### config.mk
export PLATFORM = sky130hd
export DESIGN_NAME = mem_stage_ctrl
export DESIGN_NICKNAME = d
export VERILOG_FILES = /design/src/rtl/mem_stage_ctrl.sv
export SDC_FILE = /design/constraint.sdc
export NUM_CORES = 1
export LEC_CHECK = 0
export BUFFER_PORTS_ARGS = -buffer_cell sky130_fd_sc_hd__buf_2
export CAP_MARGIN = 25
export CORE_MARGIN = 2
export CORE_UTILIZATION = 49
export CTS_CLUSTER_SIZE = 8
export DETAILED_ROUTE_END_ITERATION = 12
export GPL_TIMING_DRIVEN = 0
export PLACE_DENSITY_LB_ADDON = 0.25
export REMOVE_ABC_BUFFERS = 1
export SLEW_MARGIN = 20
export SYNTH_ARGS = -nofsm -noshare
export SYNTH_HDL_FRONTEND = slang
export SYNTH_SLANG_ARGS = --single-unit
### constraint.sdc
create_clock -name Clock -period 3.2 [get_ports Clock]
set_input_delay 0.32 -clock Clock [delete_from_list [all_inputs] [get_ports Clock]]
set_output_delay 0.32 -clock Clock [all_outputs]
set_load 0.03 [all_outputs]
### src/rtl/mem_stage_ctrl.sv
// MEM-stage access sequencer: issues req/ready data-memory accesses from EX/MEM,
// stalls the pipeline while one is in flight and flags misaligned or timed-out accesses.
module mem_stage_ctrl #(
   parameter int TIMEOUT_CYCLES = 16,
   parameter int CNT_W          = 5
) (
   input  logic        Clock,
   input  logic        Resetn,
   input  logic        m2reg_mem,
   input  logic        wmem_mem,
   input  logic [31:0] Alu_Result_mem,
   input  logic [31:0] rb_mem,
   input  logic        mem_ready,
   input  logic [31:0] mem_rdata,
   output logic        mem_req,
   output logic        mem_we,
   output logic [31:0] mem_addr,
   output logic [31:0] mem_wdata,
   output logic        stall_pipe,
   output logic [31:0] load_data,
   output logic        load_valid,
   output logic        misalign_exc,
   output logic        bus_err
);

   typedef enum logic [2:0] {IDLE, ACCESS, DONE, EXC, ERR} state_t;

   state_t           state;
   state_t           next_state;
   logic [CNT_W-1:0] counter;
   logic             pending;
   logic             aligned;
   logic             timed_out;

   assign pending   = m2reg_mem | wmem_mem;
   assign aligned   = (Alu_Result_mem[1:0] == 2'b00);
   assign timed_out = (counter == CNT_W'(TIMEOUT_CYCLES - 1));

   always_ff @(posedge Clock or negedge Resetn) begin
      if (!Resetn) state <= IDLE;
      else         state <= next_state;
   end

   // DONE, EXC and ERR each last one cycle with stall released, so EX/MEM advances exactly once
   always_comb begin
      next_state = state;
      stall_pipe = 1'b0;
      case (state)
         IDLE: begin
            if (pending) begin
               stall_pipe = 1'b1;
               next_state = aligned ? ACCESS : EXC;
            end
         end
         ACCESS: begin
            stall_pipe = 1'b1;
            if (mem_ready)      next_state = DONE;
            else if (timed_out) next_state = ERR;
         end
         default: next_state = IDLE;
      endcase
   end

   always_ff @(posedge Clock or negedge Resetn) begin
      if (!Resetn) begin
         counter      <= '0;
         mem_req      <= 1'b0;
         mem_we       <= 1'b0;
         mem_addr     <= 32'd0;
         mem_wdata    <= 32'd0;
         load_data    <= 32'd0;
         load_valid   <= 1'b0;
         misalign_exc <= 1'b0;
         bus_err      <= 1'b0;
      end else begin
         load_valid   <= 1'b0;
         misalign_exc <= (next_state == EXC);
         bus_err      <= (next_state == ERR);
         case (state)
            IDLE: begin
               if (pending && aligned) begin
                  mem_req   <= 1'b1;
                  mem_we    <= wmem_mem;
                  mem_addr  <= {Alu_Result_mem[31:2], 2'b00};
                  mem_wdata <= rb_mem;
                  counter   <= '0;
               end
            end
            // mem_we still holds the access type, so it selects whether read data is captured
            ACCESS: begin
               if (mem_ready) begin
                  mem_req <= 1'b0;
                  if (!mem_we) begin
                     load_data  <= mem_rdata;
                     load_valid <= 1'b1;
                  end
               end else if (timed_out) begin
                  mem_req <= 1'b0;
               end else begin
                  counter <= counter + CNT_W'(1);
               end
            end
            default: ;
         endcase
      end
   end

endmodule

==> results.ini, run 1 <==
[status]
outcome=complete, no violations

[sta]
final_max_slew_viol_count=0
fmax_ghz=0.485
maxSlewHeadroom=0.445
rsz0062_at_grt=false
setup_violations=0
min_period_over_period=0.644
period_needed_ns=2.06
finClkSkew_ns=0.0120
hold_viol_final=0
worstMarginPinSlew_ns=0.829

[setup_path]
cp_slowest_stage_delay_ns=0.66
critPathKind=reg2reg
arrival_ns=2.29
cpMaxStageDelayCell=nand3b_2
crit_buf_inv=0
crit_chain=nor3b_2 -> nand3b_2 -> mux2_1
cp-start-kind=flip-flop
cp.required_ns=3.43
critPathMaxFanout=33
worst_setup_path_end_kind=flip-flop
cp_top_family=simple AND/OR/NAND/NOR gates

[cells_and_area]
final_cells=561
area_growth_syn_to_layout_pct=31.8
fill_cells=598
seqCellArea_um2=2680
final_cell_area_um2=5430
multiInputGateArea_um2=1330
final_cell_mix=buf_2, dfrtp_1, mux2_1
final_common_cell=buf_2
drive_above_1_share=0.583
antenna_cells=0
postLayoutCoreUtil=0.665
finalNetCount=555

[drt]
via_per_inst=4.82
firstDrtPassIters=3
route.detailed.drc=0
first_iter_violations=32
num_vias=2705
wl_per_cell_um=14.8
routed_wl_um=8330
ant_nets=0

[logic_synthesis]
netlist.area_leader.share=0.650
synth.largest_area_cell=dfrtp_1
synth.cell_area_um2=4120
async_reset_ff_frac=1.00
muxShareOfSynthArea=0.262
synthXorXnorAreaFrac=0
synth_area_leaders=dfrtp_1, mux2_1, mux2_2
synth_fa_ha_area_frac=0.00607
ys_seq_area_frac=0.650
yosysWarnings=0
synth_compound_area_frac=0.0140
ys_types=28
ys.flop_type=dfrtp_1
synth_top_family_by_area=multiplexers
avgSynthCellArea_um2=16.6
yosys.area_share.simple=0.0367
synth_seq_cells=107
syn_inst=249
synth_edf_count=0

[placed_design]
dp_hpwl_um=6440
place_area_um2=5200
place.gp.congestion=0.755
io_buffer_count=200
dp_cells=545

[floorplan]
initial_core_util=0.504
die_w_um=95.7
placeableCoreArea_um2=8180
die_area_um2=9160
ios=203
rows=33
die_h_um=95.7

[run]
drv_cap=0

[clock_tree]
clock_latency_ns=0.34
clk_pin_slew_worst_paths_ns=0.10
cts_resized=0
htreeDepth=3
tritoncts=yes
clock-sinks=107
ctsRootBufferMaster=clkbuf_8
postCtsSetupRepairBufs=0
cts_inserted_buffers=9
clock_path_buffers=2

[global_routing]
grt_max_degree=78
grt-ovfl-total=0
grt_use_total=0.178
grt_pass1_wl_um=12500
grt_pass1_vias=2664
antenna_found_initial=0

[hold_path]
min_path_type=in2reg

[power_and_ir_drop]
ir_drop_uv=558
leakagePower_nw=2.78
powerDensity_nw_per_um2=1120
finalPower_mw=6.10

==> through the flow <==
step	TNS (ns)	setup WS [ns]	hold WS (ns)
6_report	0	1.14	0.183
5_1_grt	0	0.940	0.168
4_1_cts	0	1.09	0.161
3_5_place_dp	0	1.12	0.224
3_3_place_gp	-8.44	-0.223	0.463
2_1_floorplan	0	0.391	0.0244
==> what timing repair did <==
item	in CTS	in global routing
endpoints found under the hold margin	30	0
hold buffers	1	0
endpoints found under the setup margin	0	0
==> final timing paths <==
kind / start / to / slack, ns / cells past startpoint
worst max register to register: state[1]$_DFF_PN0_ / load_data[20]$_DFFE_PN0P_ / 1.14 / 3
min in group asynchronous: Resetn / mem_addr[28]$_DFFE_PN0P_ / 0.41 / 2
max in group asynchronous: Resetn / counter[3]$_DFFE_PN0P_ / 2.14 / 3
worst min-delay path: mem_rdata[18] / load_data[18]$_DFFE_PN0P_ / 0.18 / 2
worst max-delay path: state[1]$_DFF_PN0_ / load_data[20]$_DFFE_PN0P_ / 1.14 / 3
worst min register to register: mem_addr[15]$_DFFE_PN0P_ / mem_addr[15]$_DFFE_PN0P_ / 0.48 / 1
==> where the power goes <==
group	internal, mW	total, mW	switching (mW)
Sequential	2.00	2.29	0.292
Clock	0.480	0.897	0.417
Combinational	0.994	2.90	1.91
Total	3.48	6.10	2.62
==> cell usage after synthesis (2+ instances only) <==
cell type and count:
buf_6 8, nor3_1 2, nor2_1 4, buf_4 3
inv_1 2, ha_1 2, nor3b_1 4, dfrtp_1 107
nand2_1 3, a211o_1 2, mux2_1 55, mux2_2 41
==> cell families (layout without fill, tap and decap cells) <==
kind of cell	count (synthesis)	in the layout
flip-flops	107	107
AND/OR/NAND/NOR	22	22
other	1	2
multiplexers	96	96
AO/OA/AOI/OAI	7	7
adder cells (fa/ha/maj)	2	2
buffers and inverters	14	220
==> routing by layer <==
metal  wire, µm  part of all wire  vias up  global-route usage
met3        838              0.10       14              0.0517
li1           -                 -     1279                   -
met1       3300              0.40     1275               0.210
met5          0                 0        -                   0
met4        140             0.017        0              0.0774
met2       4050              0.49      137               0.303
==> layout make-up <==
| class | instances | share of cell area |
|---|---|---|
| clock inverter | 4 | 0.0136 |
| sequential | 107 | 0.493 |
| multi-input combinational | 129 | 0.244 |
| tap | 105 | 0.0242 |
| inverter | 2 | 0.00138 |
| timing repair buffer | 203 | 0.196 |
| clock buffer | 11 | 0.0279 |
==> state kept, by name, summed over array words and instances, names as in the netlist <==
signal and count:
bus_err 1, load_valid 1, counter 5, mem_we 1
mem_addr 30, mem_req 1, mem_wdata 32, misalign_exc 1
load_data 32, state 3
No activity file was read; power rests on OpenSTA's default activity.
==> run 2, diff against run 1 <==
--- a/config.mk
+++ b/config.mk
@@ -8,7 +8,7 @@
 export BUFFER_PORTS_ARGS = -buffer_cell sky130_fd_sc_hd__buf_2
 export CAP_MARGIN = 25
 export CORE_MARGIN = 2
-export CORE_UTILIZATION = 49
+export CORE_UTILIZATION = 41
 export CTS_CLUSTER_SIZE = 8
 export DETAILED_ROUTE_END_ITERATION = 12
 export GPL_TIMING_DRIVEN = 0
==> constraint.sdc (replaced) <==
create_clock -name Clock -period 1.7 [get_ports Clock]
set_input_delay 0.17 -clock Clock [delete_from_list [all_inputs] [get_ports Clock]]
set_output_delay 0.17 -clock Clock [all_outputs]
set_load 0.03 [all_outputs]
==> results.ini, run 2 (same netlist as run 1, synthesis figures left out) <==
[clock_tree]
clock_latency_ns=0.35  ; about the same
htreeDepth=3  ; unchanged
clk_pin_slew_worst_paths_ns=0.09  ; about the same
clock-sinks=107  ; unchanged
clock_path_buffers=2  ; unchanged
tritoncts=yes
cts_inserted_buffers=9  ; unchanged
ctsRootBufferMaster=clkbuf_8

[placed_design]
io_buffer_count=200  ; unchanged
dp_cells=573  ; +5.1%
dp_hpwl_um=6390  ; -0.79%
place.gp.congestion=0.738  ; -2.2%
place_ws_ns=-0.421  ; -1.54 ns

[setup_path]
r2r_setup_slack_ns=0.005  ; -1.13 ns
cp_slowest_stage_delay_ns=0.45  ; -0.21 ns
cp.required_ns=1.94  ; -1.49 ns
arrival_ns=1.94  ; -0.35 ns
critPathKind=reg2reg
r2r_start=state[1]$_DFF_PN0_
critPathMaxFanout=7  ; -79%
reg2reg_to=mem_wdata[17]$_DFFE_PN0P_
ff2ff_path_depth=5  ; +2
cpMaxStageDelayCell=dfrtp_2
worst_setup_path_end_kind=flip-flop
cp-start-kind=flip-flop
crit_chain=nor3_4 -> buf_6 -> and3b_4 -> clkbuf_16 -> mux2_4

[sta]
hold_viol_final=0  ; unchanged
min_period_over_period=0.997  ; +0.353
final_max_slew_viol_count=0  ; unchanged
period_needed_ns=1.70  ; -0.366 ns
fin_hold_ws_ns=0.0240  ; -0.159 ns
rsz0062_at_grt=true
setup_slack_ns=0.00461  ; -1.13 ns
fmax_ghz=0.590  ; +22%
finClkSkew_ns=0.00487  ; -0.00709 ns
setup_violations=0  ; unchanged

[floorplan]
ios=203  ; unchanged
rows=36  ; +9.1%
die_w_um=104  ; +8.9%
die_h_um=104  ; +8.9%
die_area_um2=10900  ; +19%
placeableCoreArea_um2=9770  ; +20%
initial_core_util=0.422  ; -0.0825

[global_routing]
grt-ovfl-total=0  ; unchanged
grt_use_total=0.178  ; about the same
antenna_found_initial=0  ; unchanged
grt_pass1_wl_um=15100  ; +21%
grt_pass1_vias=2984  ; +12%
grt_max_degree=76  ; -2.6%

[cells_and_area]
drive_above_1_share=0.643  ; +0.0598
final_common_cell=buf_2
antenna_cells=0  ; unchanged
finalNetCount=569  ; +2.5%
postLayoutCoreUtil=0.584  ; -0.0803
reg_top3=load_data (32), mem_wdata (32), mem_addr (30)
final_cells=601  ; +7.1%
area_growth_syn_to_layout_pct=38.6
final_cell_mix=buf_2, dfrtp_1, mux2_2

[hold_path]
hold_end=load_data[20]$_DFFE_PN0P_
min_path_type=in2reg
worstHoldPathCells=2  ; unchanged
hp-start=mem_rdata[20]

[run]
drv_cap=0  ; unchanged

[drt]
ant_nets=0  ; unchanged
wl_per_cell_um=16.1  ; +8.2%
routed_wl_um=9650  ; +16%
firstDrtPassIters=4  ; +1
via_per_inst=4.71  ; -2.2%
route.detailed.drc=0  ; unchanged
first_iter_violations=65  ; +100%
num_vias=2833  ; +4.7%

[power_and_ir_drop]
ir_drop_uv=1010  ; +81%
finalPower_mw=11.7  ; +92%
leakagePower_nw=2.90  ; +4.3%
powerDensity_nw_per_um2=2050  ; +83%

[status]
outcome=complete, no violations

==> run 2: changes by cell type in the layout (fill, tap and decap cells not counted), moves of 3 or more <==
cell,previous run,this run
buf_12,1,4
mux2_4,0,18
buf_4,0,6
clkbuf_1,0,3
mux2_1,55,38
==> run 2: final cells by class <==
type / count / area (µm²)
well taps: 133 / 166
fillers: 803 / 4060
repair buffers: 215 / 1220
flip-flops and latches: 107 / 2680
inverters: 2 / 7.51
multi-input cells: 131 / 1490
clock buffers: 13 / 149
==> run 2: critical path: cells and delay by family, from the launching register on <==
family / cells / cell delay [ns]
flip-flops: 1 / 0.45
AND/OR/NAND/NOR: 2 / 0.51
buffers and inverters: 2 / 0.32
multiplexers: 1 / 0.30
==> run 2: worst max-delay path by stage <==
stage,from,to,cells after the start,slack (ns)
CTS,state[2]$_DFF_PN0_,stall_pipe,4,-0.02
detailed placement,state[1]$_DFF_PN0_,load_data[19]$_DFFE_PN0P_,3,-0.42
global placement,state[1]$_DFF_PN0_,counter[0]$_DFFE_PN0P_,4,-1.79
global route,state[1]$_DFF_PN0_,mem_wdata[21]$_DFFE_PN0P_,5,-0.02
finish,state[1]$_DFF_PN0_,mem_wdata[17]$_DFFE_PN0P_,5,0.005
floorplan,state[1]$_DFF_PN0_,counter[2]$_DFFE_PN0P_,4,-1.11
==> run 2: report_power, final <==
group,switching [mW],internal [mW]
sequential,0.619,3.77
combinational,3.74,2.27
clock,0.771,0.553
==> run 2: repair_timing <==
| item | 4_1_cts | 5_1_grt |
|---|---|---|
| endpoints found under the setup margin | 100 | 31 |
| setup buffers | 6 | 4 |
| endpoints found under the hold margin | 32 | 1 |
| hold buffers | 1 | 1 |
| gates cloned | 2 | 1 |
| pin swaps | 5 | 2 |
| gates resized for setup | 16 | 24 |
==> run 2: stage by stage <==
step / setup TNS [ns] / cell area (µm²)
after floorplan: -73.37 / 4010
after global placement: -196.44 / 5170
after detailed placement: -25.71 / 5230
after CTS: -0.0243 / 5560
after global routing: -0.168 / 5710
final: 0 / 5710
==> run 2: layer usage <==
layer  share of wire  GRT usage
met1            0.43      0.221
met2            0.48      0.294
met3           0.077     0.0533
met4           0.013     0.0666
met5               0          0
